**src/rtl/mvu_outwr.sv**
```systemverilog
// Output write-back stage: per-MVU FIFOs with base/stride address generation,
// drained round-robin onto a single shared data-memory write bus.
module mvu_outwr #(
    parameter int NMVU    = 8,
    parameter int N       = 64,
    parameter int BDBANKA = 15,
    parameter int FDEPTH  = 4
) (
    input  logic                      clk,
    input  logic                      rst,
    input  logic [NMVU-1:0]           start,
    input  logic [NMVU*BDBANKA-1:0]   obaseaddr,
    input  logic [NMVU*BDBANKA-1:0]   ostride,
    input  logic [NMVU*BDBANKA-1:0]   ocount,
    input  logic [NMVU-1:0]           q_valid,
    input  logic [NMVU*N-1:0]         q_word,
    output logic [NMVU-1:0]           q_ready,
    output logic [NMVU-1:0]           wrc_en,
    input  logic [NMVU-1:0]           wrc_grnt,
    output logic [BDBANKA-1:0]        wrc_addr,
    output logic [N-1:0]              wrc_word,
    output logic [NMVU-1:0]           busy,
    output logic [NMVU-1:0]           done
);
    localparam int PW = $clog2(FDEPTH);
    localparam int CW = PW + 1;
    localparam int SW = $clog2(NMVU);

    logic [NMVU-1:0]    pop;
    logic [NMVU-1:0]    nonempty_eff;
    logic [N-1:0]       head_eff [NMVU];
    logic [BDBANKA-1:0] addr_eff [NMVU];
    logic               bus_free;

    // A start on the channel holding the bus aborts the request without a pop.
    assign pop      = wrc_en & wrc_grnt & ~start;
    assign bus_free = (wrc_en == '0) || (pop != '0) || ((wrc_en & start) != '0);

    for (genvar gi = 0; gi < NMVU; gi++) begin : g_chan
        logic [N-1:0]       mem [FDEPTH];
        logic [PW-1:0]      wptr_reg;
        logic [PW-1:0]      rptr_reg;
        logic [CW-1:0]      cnt_reg;
        logic [BDBANKA-1:0] acc_reg;
        logic [BDBANKA-1:0] wrl_reg;
        logic [BDBANKA-1:0] addr_reg;
        logic [BDBANKA-1:0] stride_reg;
        logic               busy_reg;
        logic               done_reg;
        logic               full;
        logic               push;
        logic [BDBANKA-1:0] cnt_in;

        assign full         = (cnt_reg == CW'(FDEPTH));
        assign q_ready[gi]  = busy_reg & ~full & (acc_reg != '0);
        assign push         = q_valid[gi] & q_ready[gi] & ~start[gi];
        assign cnt_in       = ocount[gi*BDBANKA +: BDBANKA];
        assign busy[gi]     = busy_reg;
        assign done[gi]     = done_reg;

        // Occupancy/head/address as they will look after this edge's pop, so the
        // arbiter can issue the next request back-to-back.
        assign nonempty_eff[gi] = ~start[gi] &
                                  (pop[gi] ? (cnt_reg > CW'(1)) : (cnt_reg != '0));
        assign head_eff[gi]     = mem[rptr_reg + PW'(pop[gi])];
        assign addr_eff[gi]     = pop[gi] ? (addr_reg + stride_reg) : addr_reg;

        always_ff @(posedge clk) begin
            if (push) begin
                mem[wptr_reg] <= q_word[gi*N +: N];
            end
        end

        always_ff @(posedge clk or posedge rst) begin
            if (rst) begin
                wptr_reg   <= '0;
                rptr_reg   <= '0;
                cnt_reg    <= '0;
                acc_reg    <= '0;
                wrl_reg    <= '0;
                addr_reg   <= '0;
                stride_reg <= '0;
                busy_reg   <= 1'b0;
                done_reg   <= 1'b0;
            end else begin
                done_reg <= 1'b0;
                if (start[gi]) begin
                    wptr_reg   <= '0;
                    rptr_reg   <= '0;
                    cnt_reg    <= '0;
                    acc_reg    <= cnt_in;
                    wrl_reg    <= cnt_in;
                    addr_reg   <= obaseaddr[gi*BDBANKA +: BDBANKA];
                    stride_reg <= ostride[gi*BDBANKA +: BDBANKA];
                    busy_reg   <= (cnt_in != '0);
                    done_reg   <= (cnt_in == '0);
                end else begin
                    if (push) begin
                        wptr_reg <= wptr_reg + PW'(1);
                        acc_reg  <= acc_reg - BDBANKA'(1);
                    end
                    if (pop[gi]) begin
                        rptr_reg <= rptr_reg + PW'(1);
                        addr_reg <= addr_reg + stride_reg;
                        wrl_reg  <= wrl_reg - BDBANKA'(1);
                        if (wrl_reg == BDBANKA'(1)) begin
                            busy_reg <= 1'b0;
                            done_reg <= 1'b1;
                        end
                    end
                    case ({push, pop[gi]})
                        2'b10:   cnt_reg <= cnt_reg + CW'(1);
                        2'b01:   cnt_reg <= cnt_reg - CW'(1);
                        default: cnt_reg <= cnt_reg;
                    endcase
                end
            end
        end
    end

    logic [SW-1:0] sel_reg;
    logic [SW-1:0] last_reg;
    logic [SW-1:0] base;
    logic [SW-1:0] pick;
    logic [SW-1:0] idx;
    logic          found;

    // Search starts just after the channel served last (or being served now).
    always_comb begin
        base  = (pop != '0) ? sel_reg : last_reg;
        found = 1'b0;
        pick  = base;
        idx   = '0;
        for (int k = 1; k <= NMVU; k++) begin
            idx = base + SW'(k);
            if (!found && nonempty_eff[idx]) begin
                found = 1'b1;
                pick  = idx;
            end
        end
    end

    always_ff @(posedge clk or posedge rst) begin
        if (rst) begin
            wrc_en   <= '0;
            wrc_addr <= '0;
            wrc_word <= '0;
            sel_reg  <= '0;
            last_reg <= SW'(NMVU - 1);
        end else begin
            if (pop != '0) begin
                last_reg <= sel_reg;
            end
            if (bus_free) begin
                if (found) begin
                    wrc_en   <= NMVU'(1) << pick;
                    sel_reg  <= pick;
                    wrc_addr <= addr_eff[pick];
                    wrc_word <= head_eff[pick];
                end else begin
                    wrc_en <= '0;
                end
            end
        end
    end
endmodule

```
**config.mk**
```make
export PLATFORM = sky130hd
export DESIGN_NAME = mvu_outwr
export DESIGN_NICKNAME = d
export VERILOG_FILES = /design/src/rtl/mvu_outwr.sv
export SDC_FILE = /design/constraint.sdc
export NUM_CORES = 2
export LEC_CHECK = 0
export CAP_MARGIN = 20
export CELL_PAD_IN_SITES_DETAIL_PLACEMENT = 0
export CELL_PAD_IN_SITES_GLOBAL_PLACEMENT = 1
export CORE_MARGIN = 2
export CORE_UTILIZATION = 49
export CTS_CLUSTER_DIAMETER = 150
export CTS_CLUSTER_SIZE = 30
export DETAILED_ROUTE_END_ITERATION = 6
export GPL_ROUTABILITY_DRIVEN = 0
export PLACE_DENSITY_LB_ADDON = 0.05
export REMOVE_ABC_BUFFERS = 1
export SLEW_MARGIN = 20
export SYNTH_ARGS = -nofsm -noshare
export SYNTH_HDL_FRONTEND = slang
export SYNTH_SLANG_ARGS = --single-unit
```
**constraint.sdc**
```tcl
create_clock -name clk -period 28.2 [get_ports clk]
set_clock_uncertainty 0.2 [all_clocks]
set_input_delay 5.64 -clock clk [delete_from_list [all_inputs] [get_ports clk]]
set_output_delay 5.64 -clock clk [all_outputs]
set_load 0.02 [all_outputs]
```
==> results <==
- The final routed wirelength across all metal layers is 378000 um.
- The iteration count of the initial detailed-routing pass is 6.
- STA puts the critical path data arrival time at 13990 ps.
- In the synthesized netlist the async set-or-reset flop fraction comes to 24.0%.
- Walking the worst path, the cells encountered are clkdlybuf4s50_1, nand3b_2, and4_4, nand2_4, mux2i_4, inv_4, ha_1, mux4_2, mux2i_1, a31oi_1, and3_1, a22o_4, buf_4, buf_4, mux4_2, o22ai_1, nor2_1.
- The maximum resistive drop on vdd is 0.250 mV.
- In the synthesized netlist, the number of instances is 7155.
- The warning count from the yosys run is 0.
- The leading area contributor after synthesis is sky130_fd_sc_hd__edfxtp_1.
- The number of flip-flops in the largest register is 2048.
- The number of global-route vias before repair is 67141.
- The commonest non-fill, non-tap cell in the layout is sky130_fd_sc_hd__edfxtp_1.
- After synthesis the cells add up to 115000 um^2.
- The initial antenna violation count came to 184.
- Summing the sequential cell areas from Yosys gives 67.5% of the chip area.
- The worst min-delay path class is register to register.
- Setup repair after global routing left no endpoint under its margin.
- The worst setup path is captured at a register.
- The clock net in this run drives a total of 2693 sinks.
- The combinational share of power is 44.4%.
- By area the synthesized netlist is led by sky130_fd_sc_hd__edfxtp_1 53%, sky130_fd_sc_hd__dfrtp_1 14%, sky130_fd_sc_hd__mux4_2 12%, sky130_fd_sc_hd__ha_1 2.2%, sky130_fd_sc_hd__nor2_1 1.9%.
- The leakage power total is 0.0444 uW.
- The clock tree synthesis step divided the H-tree into 3 levels.
- The library cells used most frequently in the layout, excluding fill and tap cells, are 2048 x sky130_fd_sc_hd__edfxtp_1, 1000 x sky130_fd_sc_hd__clkdlybuf4s50_1, 642 x sky130_fd_sc_hd__dfrtp_1.
- In this run the tightest slew margin relative to its limit is 22.6%.
- The number of violations of the max-capacitance limit is 0.
- Hold repair after CTS inserted 0 buffers.
- The overall routing resource usage is 31.4%.
- The clock share of power is 15.9%.
- The fraction of layout instances using a drive strength above 1 is 13.6%.
- The count of filler cells inserted in the layout is 18497.
- The largest driver fanout on the critical path is 70.
- The average vias per placed instance is 6.03.
- The gate family responsible for the most delay along the worst path is buffers and inverters.
- The area of the die is 239000 um^2.
- Counting flops with a built-in enable in the synthesized netlist gives 2048.
- The latest clock arrival within the worst-skew pair is 810 ps.
- The count of final max-slew check failures came to 0.
- The clock tree from TritonCTS is done.
- The maximum number of pins on one net before global-route repair is 130.
- Power spread over the standard cell area amounts to 91.3 nW/um^2.
- Net switching is 38.7% of the power.
- CTS placed an instance of sky130_fd_sc_hd__clkbuf_16 at the clock tree root.
- The primary flip-flop cell chosen by synthesis mapping is sky130_fd_sc_hd__edfxtp_1.
- The count of input and output buffers is 1008.
- The cell with the largest stage delay on the worst path is sky130_fd_sc_hd__buf_4.
- In this run, synthesis produced a sequential element count of 2693.
- The buffer count from post-CTS setup fixing is 0.
- Timing would allow up to 74.2 MHz.
- The internal portion of total power is 7380 uW.
- In this run the remaining antenna-violating nets after routing total 0.
- The number of clock buffers added by TritonCTS is 99.
- Setup violations remaining at the end of the flow were counted as 0.
- Across all layers, the routed design uses 68193 vias.
- Once routing completed, OpenROAD measured the worst setup slack at 14720 ps.
- The worst path needs 13480 ps of the cycle, external delays included.
- The finished cells cover 132000 um^2.
- The core region area is 233000 um^2.
- The area added between synthesis and finish is 14.6%.
- Summing all placed instances gives a cell area of 129000 um^2.
- Adding up every negative setup slack in the final design gives 0 ps.
- STA classifies the critical path startpoint as a primary input.
- At the end of the flow, the number of nets in the layout was 9137.
- The flow ran to the end, and the final reports show no timing, DRC or antenna violations.
- In this run the vertical extent of the chip is 489 um.
- In the final routed layout, each cell accounts on average for 33.4 um.
- Per report_power, the sequential group accounts for 39.7% of the total.
- The DRC violation count after routing is 0.
- After clock tree synthesis, the clock-pin slew on the worst setup and hold paths is 120 ps.
- Post-CTS repair changed the size of 0 cells.
- The synthesized design devotes to its leading area cell type 53.4% of total area.
- Ranked by flip-flop count, first place goes to g_chan.mem.
- For this design the top-level I/O count stands at 1009.
- The worst stage delay on the critical path is 910 ps.
- The tightest hold path in the finished design has a slack of 328 ps.
- Global routing finished with a remaining overflow of 0.
- The synthesized netlist contains 95 unique library cells.
- The worst path uses 47.8% of the clock period.
- The class of the most critical setup path is primary input to register.
- The critical path contains buffers and inverters numbering 4 combined.
- Summed over all nets, the half-perimeter wirelength after detailed placement is 278000 um.
- The violation count after the first detailed-routing iteration is 6741.
- The post-place setup slack is 13740 ps.
- For this configuration, the core starts out at a cell density of 49.4%.
- The critical path data required time is 28710 ps.
- The longest clock path from root to sink contains 3 buffers.
- The floorplan step set the die width to 489 um.
- The power dissipated by switching net loads is 4660 uW.
- The number of rows created at floorplan is 177.
- The synthesized area per cell is 16.1 um^2.
- The transition time at the pin with the least slew margin is 1160 ps.
- The first global-routing pass estimated 518000 um of wire.
- The final hold violation count is 0.
[power by group through the flow]
stage	Combinational, uW	Clock (uW)	Sequential, uW
3_3_place_gp	5260	0	4870
5_1_grt	5720	2050	4800
4_1_cts	5360	1940	4780
2_1_floorplan	3670	0	4820
3_5_place_dp	5360	0	4870
6_report	5340	1910	4790
[path summary, 6_finish.rpt]
kind / startpoint / endpoint / slack, ps / depth (start not counted)
setup / recovery: wrc_grnt[4] / wrc_word[25]$_DFFE_PP0P_ / 14720 / 17
hold / removal: g_chan[5].stride_reg[10]$_DFFE_PP0P_ / g_chan[5].stride_reg[10]$_DFFE_PP0P_ / 330 / 1
setup reg to reg: wrc_en[1]$_DFFE_PP0N_ / wrc_word[25]$_DFFE_PP0P_ / 19660 / 16
hold reg to reg: g_chan[5].stride_reg[10]$_DFFE_PP0P_ / g_chan[5].stride_reg[10]$_DFFE_PP0P_ / 330 / 1
max in group asynchronous: rst / g_chan[5].busy_reg$_DFFE_PP0P_ / 19410 / 5
min in group asynchronous: rst / g_chan[2].done_reg$_DFF_PP0_ / 5210 / 2
[Yosys cell counts (all sizes together), types with 26 or more instances]
cell    instances
ha            206
nand3          65
a21o           26
a22oi          50
edfxtp       2048
inv           139
xor2          155
buf           123
nor3          121
nor2b          50
nand4          27
nor4           80
a31oi          28
dfrtp         642
nor2          585
clkbuf        224
xnor2         208
and2           41
o21ai         279
nand2         442
mux2          177
mux4          592
or3            28
a32o           27
mux2i         127
a21oi         331
o22ai          38
[metrics by stage]
stage	total power [uW]	instances	util, %
after floorplan	8490	6808	-
after global placement	10100	11054	55.3
after detailed placement	10200	11056	55.3
after CTS	12100	11229	56.6
after global routing	12600	11262	56.6
final	12000	11303	56.6
[worst register-to-register path, stage by stage (launching register included)]
cell	delay (ps)
sky130_fd_sc_hd__dfrtp_1	630
sky130_fd_sc_hd__nand3b_2	540
sky130_fd_sc_hd__and4_2	550
sky130_fd_sc_hd__nand2_4	140
sky130_fd_sc_hd__mux2i_4	580
sky130_fd_sc_hd__inv_4	190
sky130_fd_sc_hd__ha_1	480
sky130_fd_sc_hd__mux4_2	500
sky130_fd_sc_hd__mux2i_1	180
sky130_fd_sc_hd__a31oi_1	530
sky130_fd_sc_hd__and3_1	430
sky130_fd_sc_hd__a22o_4	720
sky130_fd_sc_hd__buf_4	830
sky130_fd_sc_hd__buf_4	990
sky130_fd_sc_hd__mux4_2	700
sky130_fd_sc_hd__o22ai_1	170
sky130_fd_sc_hd__nor2_1	70
[logic make-up after synthesis]
kind of cell	Yosys count	share of synthesized area [%]
XOR/XNOR	363	2.79
AO/OA/AOI/OAI	958	5.07
buffers and inverters	488	1.78
AND/OR/NAND/NOR	1543	6.09
multiplexers	896	14.4
adder cells (fa/ha/maj)	214	2.38
flip-flops	2693	67.5
[layer usage]
layer	up-vias	part of all wire, %	GRT usage (%)
li1	29270	-	-
met1	35440	36	37.5
met2	2650	50	53.0
met3	711	7.7	6.74
met4	122	6.5	17.3
met5	-	0.22	0
[cell type report]
type                       count  area, um^2  share of cell area, %
sequential                  2693       77600                   58.8
clock buffer                 167        2780                   2.10
antenna                       74         185                  0.140
inverter                     141         539                  0.409
tap                         3132        3920                   2.97
clock inverter                 6         141                  0.107
timing repair buffer        1116       10900                   8.26
multi-input combinational   3974       35800                   27.2
Note: power is estimated with default switching activity, not from simulation.
